$ cat src/rtl/keypad_pkg.sv
// Shared definitions for the keypad entry path: key map, special codes,
// debounce state encoding and key classification helpers.
package keypad_pkg;

    // Element i is the code of scanner position i (row i/4, column i%4).
    localparam logic [15:0][3:0] KEY_MAP = {
        4'hD, 4'hF, 4'h0, 4'hE,
        4'hC, 4'h9, 4'h8, 4'h7,
        4'hB, 4'h6, 4'h5, 4'h4,
        4'hA, 4'h3, 4'h2, 4'h1
    };

    localparam logic [3:0] KEY_CLEAR = 4'hE;
    localparam logic [3:0] KEY_ENTER = 4'hF;

    typedef enum logic [1:0] {
        ST_IDLE,
        ST_DEBOUNCE,
        ST_HELD,
        ST_RELEASE
    } deb_state_t;

    function automatic logic is_digit(input logic [3:0] code);
        return code <= 4'd9;
    endfunction

    function automatic logic is_op(input logic [3:0] code);
        return (code >= 4'hA) && (code <= 4'hD);
    endfunction

    function automatic logic [3:0] onehot_index(input logic [15:0] onehot);
        logic [3:0] idx;
        idx = 4'd0;
        for (int i = 0; i < 16; i++) begin
            if (onehot[i]) idx = 4'(i);
        end
        return idx;
    endfunction

endpackage

$ cat src/rtl/key_debounce.sv
// Debounces the scanner's position/strobe pair and produces a single-cycle
// accept strobe with the mapped key code for each physical press.
module key_debounce
    import keypad_pkg::*;
#(
    parameter int DEBOUNCE_CYCLES = 16
) (
    input  logic        clk,
    input  logic        rst_n,
    input  logic [15:0] posicion,
    input  logic        opr,
    output logic [3:0]  key_code,
    output logic        key_valid
);

    localparam int CW = (DEBOUNCE_CYCLES > 2) ? $clog2(DEBOUNCE_CYCLES) : 1;
    localparam logic [CW-1:0] CNT_LAST = CW'(DEBOUNCE_CYCLES - 1);

    deb_state_t    state_reg, state_next;
    logic [CW-1:0] cnt_reg, cnt_next;
    logic [15:0]   cand_reg, cand_next;
    logic [3:0]    hist_reg;
    logic          armed_reg, armed_next;
    logic          pos_onehot;
    logic          pressed_raw;

    assign pos_onehot  = (posicion != 16'd0) && ((posicion & (posicion - 16'd1)) == 16'd0);
    assign pressed_raw = (|hist_reg) && pos_onehot;

    always_ff @(posedge clk or negedge rst_n) begin
        if (!rst_n) begin
            state_reg <= ST_IDLE;
            cnt_reg   <= '0;
            cand_reg  <= '0;
            hist_reg  <= '0;
            armed_reg <= 1'b0;
        end else begin
            state_reg <= state_next;
            cnt_reg   <= cnt_next;
            cand_reg  <= cand_next;
            hist_reg  <= {hist_reg[2:0], opr};
            armed_reg <= armed_next;
        end
    end

    always_comb begin
        state_next = state_reg;
        cnt_next   = cnt_reg;
        cand_next  = cand_reg;
        armed_next = armed_reg;
        key_valid  = 1'b0;
        case (state_reg)
            ST_IDLE: begin
                // A key still down when reset lifts must be released for a full
                // window before any press is recognised.
                if (!armed_reg) begin
                    if (pressed_raw) begin
                        cnt_next = '0;
                    end else if (cnt_reg == CNT_LAST) begin
                        armed_next = 1'b1;
                        cnt_next   = '0;
                    end else begin
                        cnt_next = cnt_reg + 1'b1;
                    end
                end else if (pressed_raw) begin
                    cand_next  = posicion;
                    cnt_next   = '0;
                    state_next = ST_DEBOUNCE;
                end
            end
            ST_DEBOUNCE: begin
                if (!pressed_raw) begin
                    cnt_next   = '0;
                    state_next = ST_IDLE;
                end else if (posicion != cand_reg) begin
                    cand_next = posicion;
                    cnt_next  = '0;
                end else if (cnt_reg == CNT_LAST) begin
                    key_valid  = 1'b1;
                    cnt_next   = '0;
                    state_next = ST_HELD;
                end else begin
                    cnt_next = cnt_reg + 1'b1;
                end
            end
            ST_HELD: begin
                if (!pressed_raw) begin
                    cnt_next   = '0;
                    state_next = ST_RELEASE;
                end
            end
            ST_RELEASE: begin
                if (pressed_raw) begin
                    state_next = ST_HELD;
                end else if (cnt_reg == CNT_LAST) begin
                    cnt_next   = '0;
                    state_next = ST_IDLE;
                end else begin
                    cnt_next = cnt_reg + 1'b1;
                end
            end
            default: state_next = ST_IDLE;
        endcase
    end

    assign key_code = KEY_MAP[onehot_index(cand_reg)];

endmodule

$ cat src/rtl/keypad_entry.sv
// Keypad front end: debounced key events feeding a BCD entry register that
// hands operands plus operator/enter events to the downstream calculator.
module keypad_entry
    import keypad_pkg::*;
#(
    parameter int DEBOUNCE_CYCLES = 16,
    parameter int DIGITS          = 4
) (
    input  logic                         clk,
    input  logic                         rst_n,
    input  logic [15:0]                  posicion,
    input  logic                         opr,
    output logic [3:0]                   key_code,
    output logic                         key_valid,
    output logic [4*DIGITS-1:0]          entry,
    output logic [$clog2(DIGITS+1)-1:0]  entry_len,
    output logic [4*DIGITS-1:0]          operand,
    output logic [1:0]                   op_code,
    output logic                         op_valid,
    output logic                         enter_valid,
    output logic                         overflow
);

    localparam int EW = 4 * DIGITS;
    localparam int LW = $clog2(DIGITS + 1);

    logic [3:0] acc_code;
    logic       acc_valid;

    key_debounce #(
        .DEBOUNCE_CYCLES(DEBOUNCE_CYCLES)
    ) u_debounce (
        .clk       (clk),
        .rst_n     (rst_n),
        .posicion  (posicion),
        .opr       (opr),
        .key_code  (acc_code),
        .key_valid (acc_valid)
    );

    // Every effect lands on the same edge that raises key_valid.
    always_ff @(posedge clk or negedge rst_n) begin
        if (!rst_n) begin
            key_code    <= '0;
            key_valid   <= 1'b0;
            entry       <= '0;
            entry_len   <= '0;
            operand     <= '0;
            op_code     <= '0;
            op_valid    <= 1'b0;
            enter_valid <= 1'b0;
            overflow    <= 1'b0;
        end else begin
            key_valid   <= acc_valid;
            op_valid    <= 1'b0;
            enter_valid <= 1'b0;
            if (acc_valid) begin
                key_code <= acc_code;
                if (is_digit(acc_code)) begin
                    if (entry_len < LW'(DIGITS)) begin
                        entry     <= (entry << 4) | EW'(acc_code);
                        entry_len <= entry_len + 1'b1;
                    end else begin
                        overflow <= 1'b1;
                    end
                end else if (is_op(acc_code)) begin
                    operand   <= entry;
                    op_code   <= 2'(acc_code - 4'hA);
                    op_valid  <= 1'b1;
                    entry     <= '0;
                    entry_len <= '0;
                end else if (acc_code == KEY_ENTER) begin
                    operand     <= entry;
                    enter_valid <= 1'b1;
                    entry       <= '0;
                    entry_len   <= '0;
                end else if (acc_code == KEY_CLEAR) begin
                    entry     <= '0;
                    entry_len <= '0;
                    overflow  <= 1'b0;
                end
            end
        end
    end

endmodule

$ cat config.mk
export PLATFORM = sky130hd
export DESIGN_NAME = keypad_entry
export DESIGN_NICKNAME = d
export VERILOG_FILES = /design/src/rtl/keypad_pkg.sv /design/src/rtl/key_debounce.sv /design/src/rtl/keypad_entry.sv
export SDC_FILE = /design/constraint.sdc
export NUM_CORES = 1
export LEC_CHECK = 0
export BUFFER_PORTS_ARGS = -buffer_cell sky130_fd_sc_hd__buf_2
export CAP_MARGIN = 20
export CORE_MARGIN = 5
export CORE_UTILIZATION = 40
export CTS_BUF_LIST = sky130_fd_sc_hd__clkbuf_8
export CTS_CLUSTER_DIAMETER = 60
export CTS_CLUSTER_SIZE = 28
export DETAILED_ROUTE_END_ITERATION = 6
export GPL_ROUTABILITY_DRIVEN = 0
export PLACE_DENSITY_LB_ADDON = 0.08
export SLEW_MARGIN = 20
export SYNTH_ARGS = -nofsm -noshare
export SYNTH_HDL_FRONTEND = slang
export SYNTH_SLANG_ARGS = --single-unit
$ cat constraint.sdc
create_clock -name clk -period 3.88 [get_ports clk]
set_input_delay 0.776 -clock clk [delete_from_list [all_inputs] [get_ports clk]]
set_output_delay 0.776 -clock clk [all_outputs]
set_load 0.005 [all_outputs]
Word-level counts from Yosys, hierarchy flattened --
Memories as Yosys holds them, arrays and structs flattened. Index checks and enable logic that the tools add are counted. Widths: inputs -> output; s select.
Cells by class: mux-type cells 69, magnitude comparators 5, equal/unequal tests 21, bitwise operators 3, reduce and logical (&&, ||, !) cells 18, add/subtract/negate cells 4
Operators by type and width (count):
- $mux 16 | 11
- $mux 4 | 23
- $pmux 16 s2 | 1
- $mux 1 | 19
- $and 16x16->16 | 1
- $logic_not 16->1 | 1
- $mux 2 | 8
- $ne 16x16->1 | 1
- $or 16x4->16 | 1
- $pmux 4 s4 | 1
- $reduce_bool 16->1 | 1
- $sub 16x1->16 const B | 1
- $mux 3 | 5
- $eq 4x4->1 const B | 3
- $reduce_and 3->1 | 4
- $ne 2x1->1 const B | 5
- $ne 2x2->1 const B | 5
- $reduce_and 5->1 | 2
- $ne 3x3->1 const B | 3
- $le 4x4->1 const B | 2
- $pmux 2 s4 | 1
- $reduce_and 6->1 | 1
- $reduce_bool 2->1 | 3
- $lt 4x5->1 const B | 1
- other kinds (13) | 16
Storage, ports and cells: word-level logic and storage cells 135, output and inout bits 45, input bits 19, memories kept 1, memory bits (read-only) 64, flip-flop bits (word level) 72
Memory list:
- (no name shown) | depth 16, bits a word 4, rd ports 1, clocked after memory_dff 0, wr ports 0, RTL line key_debounce.sv:106 | assign key_code = KEY_MAP[onehot_index(cand_reg)];

Longest topological paths before layout --
Gate-level depths: netlist (run 1).
word-level depth 22, mapped depth 17, gate-level depth less buffers 15

Hierarchy --
A second synthesis (run 1) with hierarchy kept.
Second synthesis, totals: cells, all modules 295, area total of the unflattened synthesis 3559.7 sq um
Modules (own cells, without submodules):
- key_debounce | instances 1, seq. area each 675.6 sq um, area each 1793.0 sq um, cells an instance 178
- keypad_entry | instances 1, seq. area each 1126.1 sq um, area each 1766.7 sq um, cells an instance 117

Least setup slack after synthesis (run 1) --
Ideal clock, no wire load.
path kind register -> register, start point reg u_debounce.cand_reg[2], end point reg entry[10], clock period less this slack 3.455 ns, setup slack 0.425 ns, stages on the path, launching flop included 17, arrival time 3.334 ns, setup time 0.121 ns, data required time 3.759 ns, path buffers 2, cells stage by stage dfrtp_1 > nand2b_1 > a221oi_1 > o21bai_1 > a21oi_1 > nor2_1 > o21ba_2 > o21bai_1 > ha_1 > nor3_1 > o31ai_4 > xor2_1 > nand3_1 > or3b_1 > buf_6 > buf_8 > a22o_1
Between the ends: longest elaborated chain between the ends 20, elaborated cells between the ends (all ways) 32, classes of those cells 3 x order compare; 4 x eq/ne; 21 x mux; 3 x reduce/logical; 1 x memory
RTL lines:
- start: declaration | RTL line key_debounce.sv:21 | logic [15:0] cand_reg, cand_next;
- start signal: assignment | RTL line key_debounce.sv:40 | cand_reg <= cand_next;
- $mux 4 (14 in a row) | RTL line keypad_pkg.sv:35 | if (onehot[i]) idx = 4'(i);
- $mem_v2 16x4
- $mux 4 (not written as such) | RTL line key_debounce.sv:106
- $ge 4x4->1, or another cell as far along | RTL line keypad_pkg.sv:28 | return (code >= 4'hA) && (code <= 4'hD);
- $logic_and 1x1->1 or $mux 16 (tied branches) | RTL line keypad_pkg.sv:28, keypad_entry.sv:72
- $reduce_bool 4->1 (no source line) or $mux 16 (tied branches)
- $reduce_and 3->1 (no source line) or $mux 16 (tied branches)
- end signal: assignment | RTL line keypad_entry.sv:61 | entry <= (entry << 4) | EW'(acc_code);
- end: declaration | RTL line keypad_entry.sv:15 | output logic [4*DIGITS-1:0] entry,
Parallel ways exist; a longest one is shown, timed or not. The select of a mux whose other input is x is not followed. A chain may end at the register's enable or synchronous reset.

Worst setup path in the final report (run 1) --
start point reg u_debounce.cand_reg[2], end point reg operand[1]
Between the ends: longest elaborated chain between the ends 20, elaborated cells between the ends (all ways) 29, classes of those cells 3 x order compare; 2 x eq/ne; 19 x mux; 1 x bitwise; 3 x reduce/logical; 1 x memory
RTL lines:
- $mux 4 (14 in a row) | RTL line keypad_pkg.sv:35
- $mem_v2 16x4
- $mux 4 (not written as such) | RTL line key_debounce.sv:106
- $ge 4x4->1 or $le 4x4->1 (tied branches) | RTL line keypad_pkg.sv:28
- $logic_and 1x1->1 | RTL line keypad_pkg.sv:28
- $reduce_bool 2->1 (no source line)
- $reduce_and 3->1 (no source line)
- end signal: assignment | RTL line keypad_entry.sv:67 | operand <= entry;
- end signal: assignment | RTL line keypad_entry.sv:73 | operand <= entry;
- end: declaration | RTL line keypad_entry.sv:17 | output logic [4*DIGITS-1:0] operand,
Parallel ways exist; a longest one is shown, timed or not. The select of a mux whose other input is x is not followed.

==> results.toml, run 1 <==
[cells_and_area]
area_growth_syn_to_layout_pct = 17.7
layout-drive-gt1-share = 0.379
nets = 419
n_antenna_cell = 0

[floorplanning]
die_y_um = 107
io_pins = 64
placeableCoreArea_sq_um = 9240
num_rows = 35
die_area_sq_um = 11500
start_util = 0.410
die_w_um = 107

[worst_hold_path]
hp-class = "reg2reg"

[power_and_ir_drop]
p_leak_nw = 2.31
pwr-share-clk = 0.375
p_sw_mw = 0.439
pwr-share-comb = 0.089
sw_frac_of_total = 0.290
p_total_mw = 1.51
power_density_nw_per_um2 = 340
power.internal_mw = 1.07
peakVddDrop_mv = 0.199
pwr-share-seq = 0.535

[yosys]
ys_seq_area_frac = 0.476
synth_area_sq_um = 3780
postSynthAreaPerCell_sq_um = 11.9
ys_ff_latch = 72
ys_warn_count = 0
synth_fp_nets = 344
synth_edf_count = 0
postSynth.asyncResetShare = 1.00
ys_types = 63
syn_inst = 318
synth_flop_cell = "dfrtp_1"

[clocking]
clockBufferDepth = 2
clkTransAtPathRegs_ns = 0.08
clkSinkCount = 72
root_buffer = "clkbuf_8"
cts_tree = "built"
cts_hold_buf = 0
clk_latency_ns = 0.35
cts_buffers = 9
htreeDepth = 3

[grt]
grt-ovfl-total = 0
grt_pass1_vias = 2673
grt_max_degree = 31
antenna_found_initial = 0
grtUsageTotal = 0.155
grt_first_pass_wirelength_mm = 14.1

[sta]
fmax_ghz = 0.284
finalSetupViolCount = 0
hold_violations = 0
rsz0062_at_grt = "no"
period_minus_slack_ns = 3.52
maxSlewHeadroom = 0.427
worstMarginPinSlew_ns = 0.851
drv_slew = 0
fin_tns_setup_ns = 0
final.period_utilization = 0.908
clock_skew_ns = 0.0152

[job]
drv_cap = 0

[route]
drc_errors = 0
via_per_inst = 5.18
wl_per_cell_um = 16.2
ant_nets = 0
vias = 2729
dr.first_iter.drc_count = 73
wirelength_mm = 8.54
dr.pass1.iters = 5

[critical_path]
worstPathArrival_ns = 3.75
end_kind = "flop"
worstSetupPathType = "reg2reg"
cp.required_ns = 4.11
cp_max_fo = 16
worstSetupStartpointType = "flop"

[placed_design]
io_buffers = 63
dpl.hpwl_mm = 6.40

[outcome]
status = "finished clean"
## power groups by stage
| stage | sequential, mW | combinational, mW | clock, mW |
|---|---|---|---|
| finish | 0.809 | 0.135 | 0.568 |
| global route | 0.815 | 0.153 | 0.625 |
| CTS | 0.808 | 0.137 | 0.589 |
| detailed placement | 0.823 | 0.138 | 0 |
| global placement | 0.823 | 0.134 | 0 |
| floorplan | 0.805 | 0.0947 | 0 |
## final timing paths
check	from	to	slack, ns	cells past startpoint
worst max-delay path	u_debounce.cand_reg[2]$_DFFE_PN0P_	operand[1]$_DFFE_PN0P_	0.36	15
worst max register to register	u_debounce.cand_reg[2]$_DFFE_PN0P_	operand[1]$_DFFE_PN0P_	0.36	15
worst min register to register	u_debounce.hist_reg[0]$_DFF_PN0_	u_debounce.hist_reg[1]$_DFF_PN0_	0.38	0
max in group asynchronous	rst_n	u_debounce.cand_reg[6]$_DFFE_PN0P_	2.59	2
min in group asynchronous	rst_n	u_debounce.cand_reg[15]$_DFFE_PN0P_	0.47	1
worst min-delay path	u_debounce.hist_reg[0]$_DFF_PN0_	u_debounce.hist_reg[1]$_DFF_PN0_	0.38	0
## synthesized netlist by cell type (6+ instances only)
cell type	instances	area [sq um]
nand3_1	6	30.0
mux2_2	16	180
mux2_1	11	124
nand2_1	12	45.0
o21ai_0	7	35.0
ha_1	7	87.6
mux2_4	9	135
xor2_1	17	149
nor4_1	13	81.3
inv_1	10	37.5
dfrtp_1	72	1800
a22o_1	12	105
a21oi_1	7	35.0
nor2_1	25	93.8
a31oi_1	8	50.1
## cells in the final DEF, fill, tap and decap left out, drive strengths merged, types with 3 or more instances in the layout
cell type  synthesis  final
and3               3      3
mux2              36     36
or4                5      5
inv               10     14
nor4              16     16
o211ai             3      3
a21o               3      3
ha                 7      7
xor2              17     17
o21ai              7      7
o31ai              4      4
nor3               6      6
a21oi              8      8
a22o              17     17
a31oi              8      8
nand2b             3      3
clkbuf             3      9
buf                8     75
nor2              25     25
nand2             12     12
nand3             10     10
dfrtp             72     72
## cell type report
cell class | count | area (sq um)
clock buffers | 9 | 124
clock inverters | 7 | 63.8
repair buffers | 75 | 405
multi-input cells | 225 | 1860
fillers | 857 | 4790
flip-flops and latches | 72 | 1800
well taps | 129 | 161
inverters | 10 | 37.5
## stage by stage
| stage | hold WS [ns] | area, sq um | cells | util | worst slack, ns |
|---|---|---|---|---|---|
| after floorplan | 0.354 | 3780 | 318 | - | 0.425 |
| final | 0.383 | 4450 | 527 | 0.482 | 0.358 |
| after global routing | 0.406 | 4450 | 527 | 0.482 | 0.0427 |
| after global placement | 0.358 | 4260 | 511 | 0.461 | 0.148 |
| after detailed placement | 0.361 | 4260 | 511 | 0.461 | 0.105 |
| after CTS | 0.389 | 4440 | 527 | 0.481 | 0.0897 |
## cell families after synthesis
logic type | after synthesis | synth area share
xor+xnor | 17 | 0.0393
buf+inv | 21 | 0.0350
flops | 72 | 0.476
compound gates | 72 | 0.160
fa+ha+maj | 7 | 0.0231
simple gates | 92 | 0.148
mux | 37 | 0.119
## layer usage
metal,up-vias,share of wire,GRT usage
met1,1320,0.49,0.217
met5,-,0,0
li1,1333,-,-
met3,14,0.045,0.0342
met4,0,0.019,0.0575
met2,62,0.45,0.235
## critical path: stages (launching register included)
cell	delay, ns
dfrtp_1	0.42
nand2b_1	0.17
a221oi_2	0.31
o21bai_1	0.09
a21oi_1	0.14
nor2_1	0.05
o21ba_2	0.21
o21ba_2	0.21
ha_1	0.29
nor2_1	0.19
o31ai_4	0.10
buf_4	0.17
nor2_1	0.10
a22o_1	0.16
nand3_2	0.35
mux2_1	0.45
## timing repair
| action | CTS | global route |
|---|---|---|
| gates resized for setup | 0 | 3 |
| setup buffers | 0 | 0 |
| endpoints found under the setup margin | 0 | 34 |
Note: power is estimated with default switching activity, not from simulation.
==> run 2, diff against run 1 <==
--- a/config.mk
+++ b/config.mk
@@ -5,6 +5,7 @@
 export SDC_FILE = /design/constraint.sdc
 export NUM_CORES = 1
 export LEC_CHECK = 0
+export ABC_AREA = 1
 export BUFFER_PORTS_ARGS = -buffer_cell sky130_fd_sc_hd__buf_2
 export CAP_MARGIN = 20
 export CORE_MARGIN = 5
==> run 2 against run 1 <==
Against the previous run: routed wire length rose by 10%; area after synthesis grew 3.9%; maximum frequency grew 3.0%; non-clock buffer count down 8; synthesized cell count grew 58%; critical path depth grew 11; clock skew up 0.0022 ns; clock-buffer cell count did not move; first-iteration DRC count grew 120%; total power rose by 1.7%; highest routed layer unchanged.
==> results.toml, run 2 <==
[route]
drc_errors = 0
dr.first_iter.drc_count = 163
via_per_inst = 4.73
dr.pass1.iters = 4
ant_nets = 0
wirelength_mm = 9.43
wl_per_cell_um = 13.4
vias = 3325

[cells_and_area]
fin_util = 0.472
final_common_cell = "nand2_1"
area_growth_syn_to_layout_pct = 16.4
layout-drive-gt1-share = 0.202
final_cell_mix = "146 x nand2_1, 72 x dfrtp_1, 65 x inv_1"
fillers = 979
n_antenna_cell = 0
nets = 591

[floorplanning]
die_w_um = 109
io_pins = 64
die_area_sq_um = 11900
num_rows = 36
placeableCoreArea_sq_um = 9680
start_util = 0.406
die_y_um = 109

[sta]
maxSlewHeadroom = 0.591
final.period_utilization = 0.881
drv_slew = 0
worstMarginPinSlew_ns = 0.614
clock_skew_ns = 0.0174
rsz0062_at_grt = "no"
finalSetupViolCount = 0
hold_violations = 0
period_minus_slack_ns = 3.42
fmax_ghz = 0.293
fin_tns_setup_ns = 0

[yosys]
yosysTopAreaCell = "dfrtp_1"
synth.most_common_cell = "nand2_1"
ys_warn_count = 0
yosys.area.top_type_share = 0.458
syn_inst = 501
synth_area_sq_um = 3930
synthTopCellsByCount = "146 x nand2_1, 72 x dfrtp_1, 65 x inv_1"
synth_edf_count = 0
postSynth.asyncResetShare = 1.00
ys_ff_latch = 72
ys_top_cells_by_area = "dfrtp_1 46%, nand2_1 14%, inv_1 6.2%, o21ai_1 4.8%, nand3_1 3.7%"
ys_seq_area_frac = 0.458
synth_flop_cell = "dfrtp_1"
postSynthAreaPerCell_sq_um = 7.85
synth_fp_nets = 527
ys_types = 42

[critical_path]
cp_max_fo = 21
worstSetupPathType = "reg2reg"
cp.buffers_inverters = 3
regToRegStartpoint = "u_debounce.cand_reg[2]$_DFFE_PN0P_"
crit_family = "simple AND/OR/NAND/NOR gates"
crit_top_cell = "nand2_1"
worstPathArrival_ns = 3.71
crit_path_start = "u_debounce.cand_reg[2]$_DFFE_PN0P_"
end_kind = "flop"
worstSetupStartpointType = "flop"
slowest_delay_ns = 0.43
cp.required_ns = 4.17
crit_slowest_cell = "dfrtp_1"

[grt]
grt_pass1_vias = 3244
grt_first_pass_wirelength_mm = 16.0
grtUsageTotal = 0.170
grt-ovfl-total = 0
antenna_found_initial = 0
grt_max_degree = 49

[clocking]
clockBufferDepth = 2
clk_latency_ns = 0.35
cts_buffers = 9
clkSinkCount = 72
htreeDepth = 3
root_buffer = "clkbuf_8"
cts_setup_buffers = 0
cts_hold_buf = 0
clkTransAtPathRegs_ns = 0.09
cts_tree = "built"

[power_and_ir_drop]
peakVddDrop_mv = 0.202
p_total_mw = 1.54
p_leak_nw = 2.41
power_density_nw_per_um2 = 336

[worst_hold_path]
hp-class = "reg2reg"
worstHoldStart = "u_debounce.hist_reg[0]$_DFF_PN0_"

[placed_design]
dpl.hpwl_mm = 6.99
io_buffers = 63

[job]
drv_cap = 0

[outcome]
status = "finished clean"
[run 2: cell types whose count changed in the layout (fill, tap and decap cells not counted), moves of 9 or more]
cell and change:
nor4_1 -11, a22o_1 -12, mux2_1 -11, xor2_1 -11
mux2_2 -16, nand3_1 +23, inv_2 +12, mux2_4 -9
inv_1 +55, nand4_1 +20, o21ai_0 +9, nand2_1 +134
o21ai_1 +38
[run 2: what timing repair did]
action / 4_1_cts / 5_1_grt
hold endpoints to repair: 0 / 0
endpoints found under the setup margin: 0 / 16
resized for setup: 0 / 1
[run 2: report_power, final]
| part | switching, mW | internal, mW | total (mW) |
|---|---|---|---|
| logic | 0.0986 | 0.0418 | 0.140 |
| registers | 0.0111 | 0.758 | 0.769 |
| clock network | 0.323 | 0.305 | 0.629 |
| total | 0.433 | 1.11 | 1.54 |
[run 2: cell families after synthesis]
| group | synth area share |
|---|---|
| compound gates | 0.104 |
| buf+inv | 0.0945 |
| xor+xnor | 0.0290 |
| flops | 0.458 |
| fa+ha+maj | 0.0223 |
| simple gates | 0.292 |
[run 2: path summary, 6_finish.rpt]
| kind | to | slack, ns | depth (start not counted) |
|---|---|---|---|
| max | entry[4]$_DFFE_PN0P_ | 0.46 | 26 |
| min | u_debounce.hist_reg[1]$_DFF_PN0_ | 0.38 | 0 |
| max reg2reg | entry[4]$_DFFE_PN0P_ | 0.46 | 26 |
| min reg2reg | u_debounce.hist_reg[1]$_DFF_PN0_ | 0.38 | 0 |
| max in group asynchronous | entry[0]$_DFFE_PN0P_ | 2.93 | 2 |
| min in group asynchronous | u_debounce.hist_reg[1]$_DFF_PN0_ | 0.41 | 2 |
[run 2: stage by stage]
| stage | cells | hold WS [ns] | setup slack (ns) | cell area, sq um |
|---|---|---|---|---|
| floorplan | 501 | 0.354 | 1.04 | 3930 |
| global placement | 687 | 0.360 | 0.465 | 4370 |
| detailed placement | 687 | 0.365 | 0.425 | 4370 |
| CTS | 703 | 0.384 | 0.366 | 4570 |
| global route | 703 | 0.396 | 0.0620 | 4580 |
| finish | 703 | 0.382 | 0.462 | 4580 |
[run 2: area by class of cell]
type / instances / area (sq um) / area share
clock buffers: 9 / 124 / 0.0271
clock inverters: 7 / 77.6 / 0.0170
inverters: 78 / 294 / 0.0643
multi-input cells: 337 / 1770 / 0.386
flip-flops and latches: 72 / 1800 / 0.394
well taps: 133 / 166 / 0.0364
repair buffers: 67 / 345 / 0.0755
[run 2: metal layers]
metal,vias up,wire [um],global-route usage
li1,1735,-,-
met1,1520,4820,0.243
met2,64,4150,0.258
met3,6,396,0.0414
met4,0,62,0.0433
met5,-,0,0
==> run 3, diff against run 2 <==
==> constraint.sdc (replaced) <==
create_clock -name clk -period 3.9 [get_ports clk]
set_input_delay 0.78 -clock clk [delete_from_list [all_inputs] [get_ports clk]]
set_output_delay 0.78 -clock clk [all_outputs]
set_load 0.005 [all_outputs]
==> run 3 against run 2 <==
Against the previous run: routed wire length down 2.0%; sequential share of layout area rose by 0.21 points; maximum frequency decreased by 1.0%; combinational power about the same; worst setup slack lost 0.016 ns; critical path type unchanged; largest cell class unchanged.
==> results.toml, run 3 (synthesized netlist as in run 2, its figures left out) <==
[outcome]
status = "finished clean"

[cells_and_area]
multi_input_comb_area_sq_um = 1760
layout-drive-gt1-share = 0.202
final_common_cell = "nand2_1"
n_antenna_cell = 0
fin_cells = 703
seq_area_sq_um = 1800
area_growth_syn_to_layout_pct = 15.7
final_area_sq_um = 4550
nets = 591
fillers = 991
final_cell_mix = "146 x nand2_1, 72 x dfrtp_1, 65 x inv_1"

[clocking]
clkSinkCount = 72
cts_buffers = 9
clk_latency_ns = 0.35
clockBufferDepth = 2
htreeDepth = 3
cts_setup_buffers = 0
clkTransAtPathRegs_ns = 0.09
postCtsResizedCells = 0
root_buffer = "clkbuf_8"
cts_hold_buf = 0
cts_tree = "built"

[power_and_ir_drop]
p_leak_nw = 2.40
pwr-share-clk = 0.386
pwr-share-seq = 0.520
peakVddDrop_mv = 0.179
p_sw_mw = 0.433
pwr-share-comb = 0.095
sw_frac_of_total = 0.294
power.internal_mw = 1.04
power_density_nw_per_um2 = 324

[floorplanning]
io_pins = 64
num_rows = 36
die_w_um = 109
start_util = 0.406
die_y_um = 109
placeableCoreArea_sq_um = 9680
die_area_sq_um = 11900

[sta]
finalSetupViolCount = 0
final.period_utilization = 0.886
drv_slew = 0
fmax_ghz = 0.289
worstMarginPinSlew_ns = 0.788
fin_tns_setup_ns = 0
rsz0062_at_grt = "no"
fin_ws_ns = 0.446
hold_slack_ns = 0.382
clock_skew_ns = 0.0160
hold_violations = 0
maxSlewHeadroom = 0.475
period_minus_slack_ns = 3.45

[placed_design]
place_ws_ns = 0.447
dp_cells = 687
io_buffers = 63
dpl.hpwl_mm = 6.94
placed_area_sq_um = 4370

[route]
vias = 3332
drc_errors = 0
dr.pass1.iters = 4
via_per_inst = 4.74
ant_nets = 0
dr.first_iter.drc_count = 165
wirelength_mm = 9.24
wl_per_cell_um = 13.1

[grt]
grt-ovfl-total = 0
antenna_found_initial = 0
grt_pass1_vias = 3183
grt_max_degree = 36
grtUsageTotal = 0.167
grt_first_pass_wirelength_mm = 15.6

[critical_path]
worstPathArrival_ns = 3.67
regToRegStartpoint = "u_debounce.cand_reg[2]$_DFFE_PN0P_"
crit_path_start = "u_debounce.cand_reg[2]$_DFFE_PN0P_"
end_kind = "flop"
cp_max_fo = 32
worstSetupStartpointType = "flop"
cp.required_ns = 4.12
worstSetupPathType = "reg2reg"
ff2ff_setup_slack_ns = 0.45

[worst_hold_path]
hp-class = "reg2reg"
worstHoldStart = "u_debounce.hist_reg[0]$_DFF_PN0_"

[job]
drv_cap = 0
run 3: worst paths after layout:
kind | end | cells after the start
worst max-delay path | operand[14]$_DFFE_PN0P_ | 19
min in group asynchronous | key_code[3]$_DFFE_PN0P_ | 1
worst max register to register | operand[14]$_DFFE_PN0P_ | 19
worst min-delay path | u_debounce.hist_reg[1]$_DFF_PN0_ | 0
worst min register to register | u_debounce.hist_reg[1]$_DFF_PN0_ | 0
max in group asynchronous | u_debounce.cand_reg[5]$_DFFE_PN0P_ | 2
run 3: layer usage:
| layer | vias up | track usage | part of all wire |
|---|---|---|---|
| li1 | 1741 | - | - |
| met1 | 1512 | 0.229 | 0.49 |
| met2 | 72 | 0.268 | 0.45 |
| met3 | 7 | 0.0343 | 0.047 |
| met4 | 0 | 0.0460 | 0.010 |
| met5 | - | 0 | 0 |
run 3: critical path, stage by stage, from the launching register on:
cell     delay, ns
dfrtp_1       0.43
o21ai_0       0.18
nand3_1       0.09
nand3_1       0.07
nand3_1       0.07
nand3_1       0.07
nand2_1       0.05
nor2_1        0.34
inv_1         0.08
ha_1          0.25
inv_1         0.21
nand2_1       0.08
o22ai_1       0.14
a31oi_1       0.13
nor2_4        0.18
nand3_2       0.10
nand2_1       0.10
nand3_2       0.44
nand2_1       0.20
o21ai_1       0.08
run 3: power groups by stage:
stage	clock, mW	combinational, mW	sequential, mW
6_report	0.568	0.140	0.765
5_1_grt	0.630	0.166	0.768
4_1_cts	0.601	0.141	0.765
3_5_place_dp	0	0.140	0.780
3_3_place_gp	0	0.139	0.780
2_1_floorplan	0	0.0975	0.771
run 3: per-stage QoR:
stage / total power, mW / utilization
5_1_grt: 1.56 / 0.470
2_1_floorplan: 0.869 / -
4_1_cts: 1.51 / 0.470
6_report: 1.47 / 0.470
3_5_place_dp: 0.920 / 0.451
3_3_place_gp: 0.919 / 0.451
run 3: layout make-up:
type | instances | area share
clock buffer | 9 | 0.0272
clock inverter | 7 | 0.0135
inverter | 78 | 0.0646
multi-input combinational | 337 | 0.386
sequential | 72 | 0.396
tap | 133 | 0.0366
timing repair buffer | 67 | 0.0759
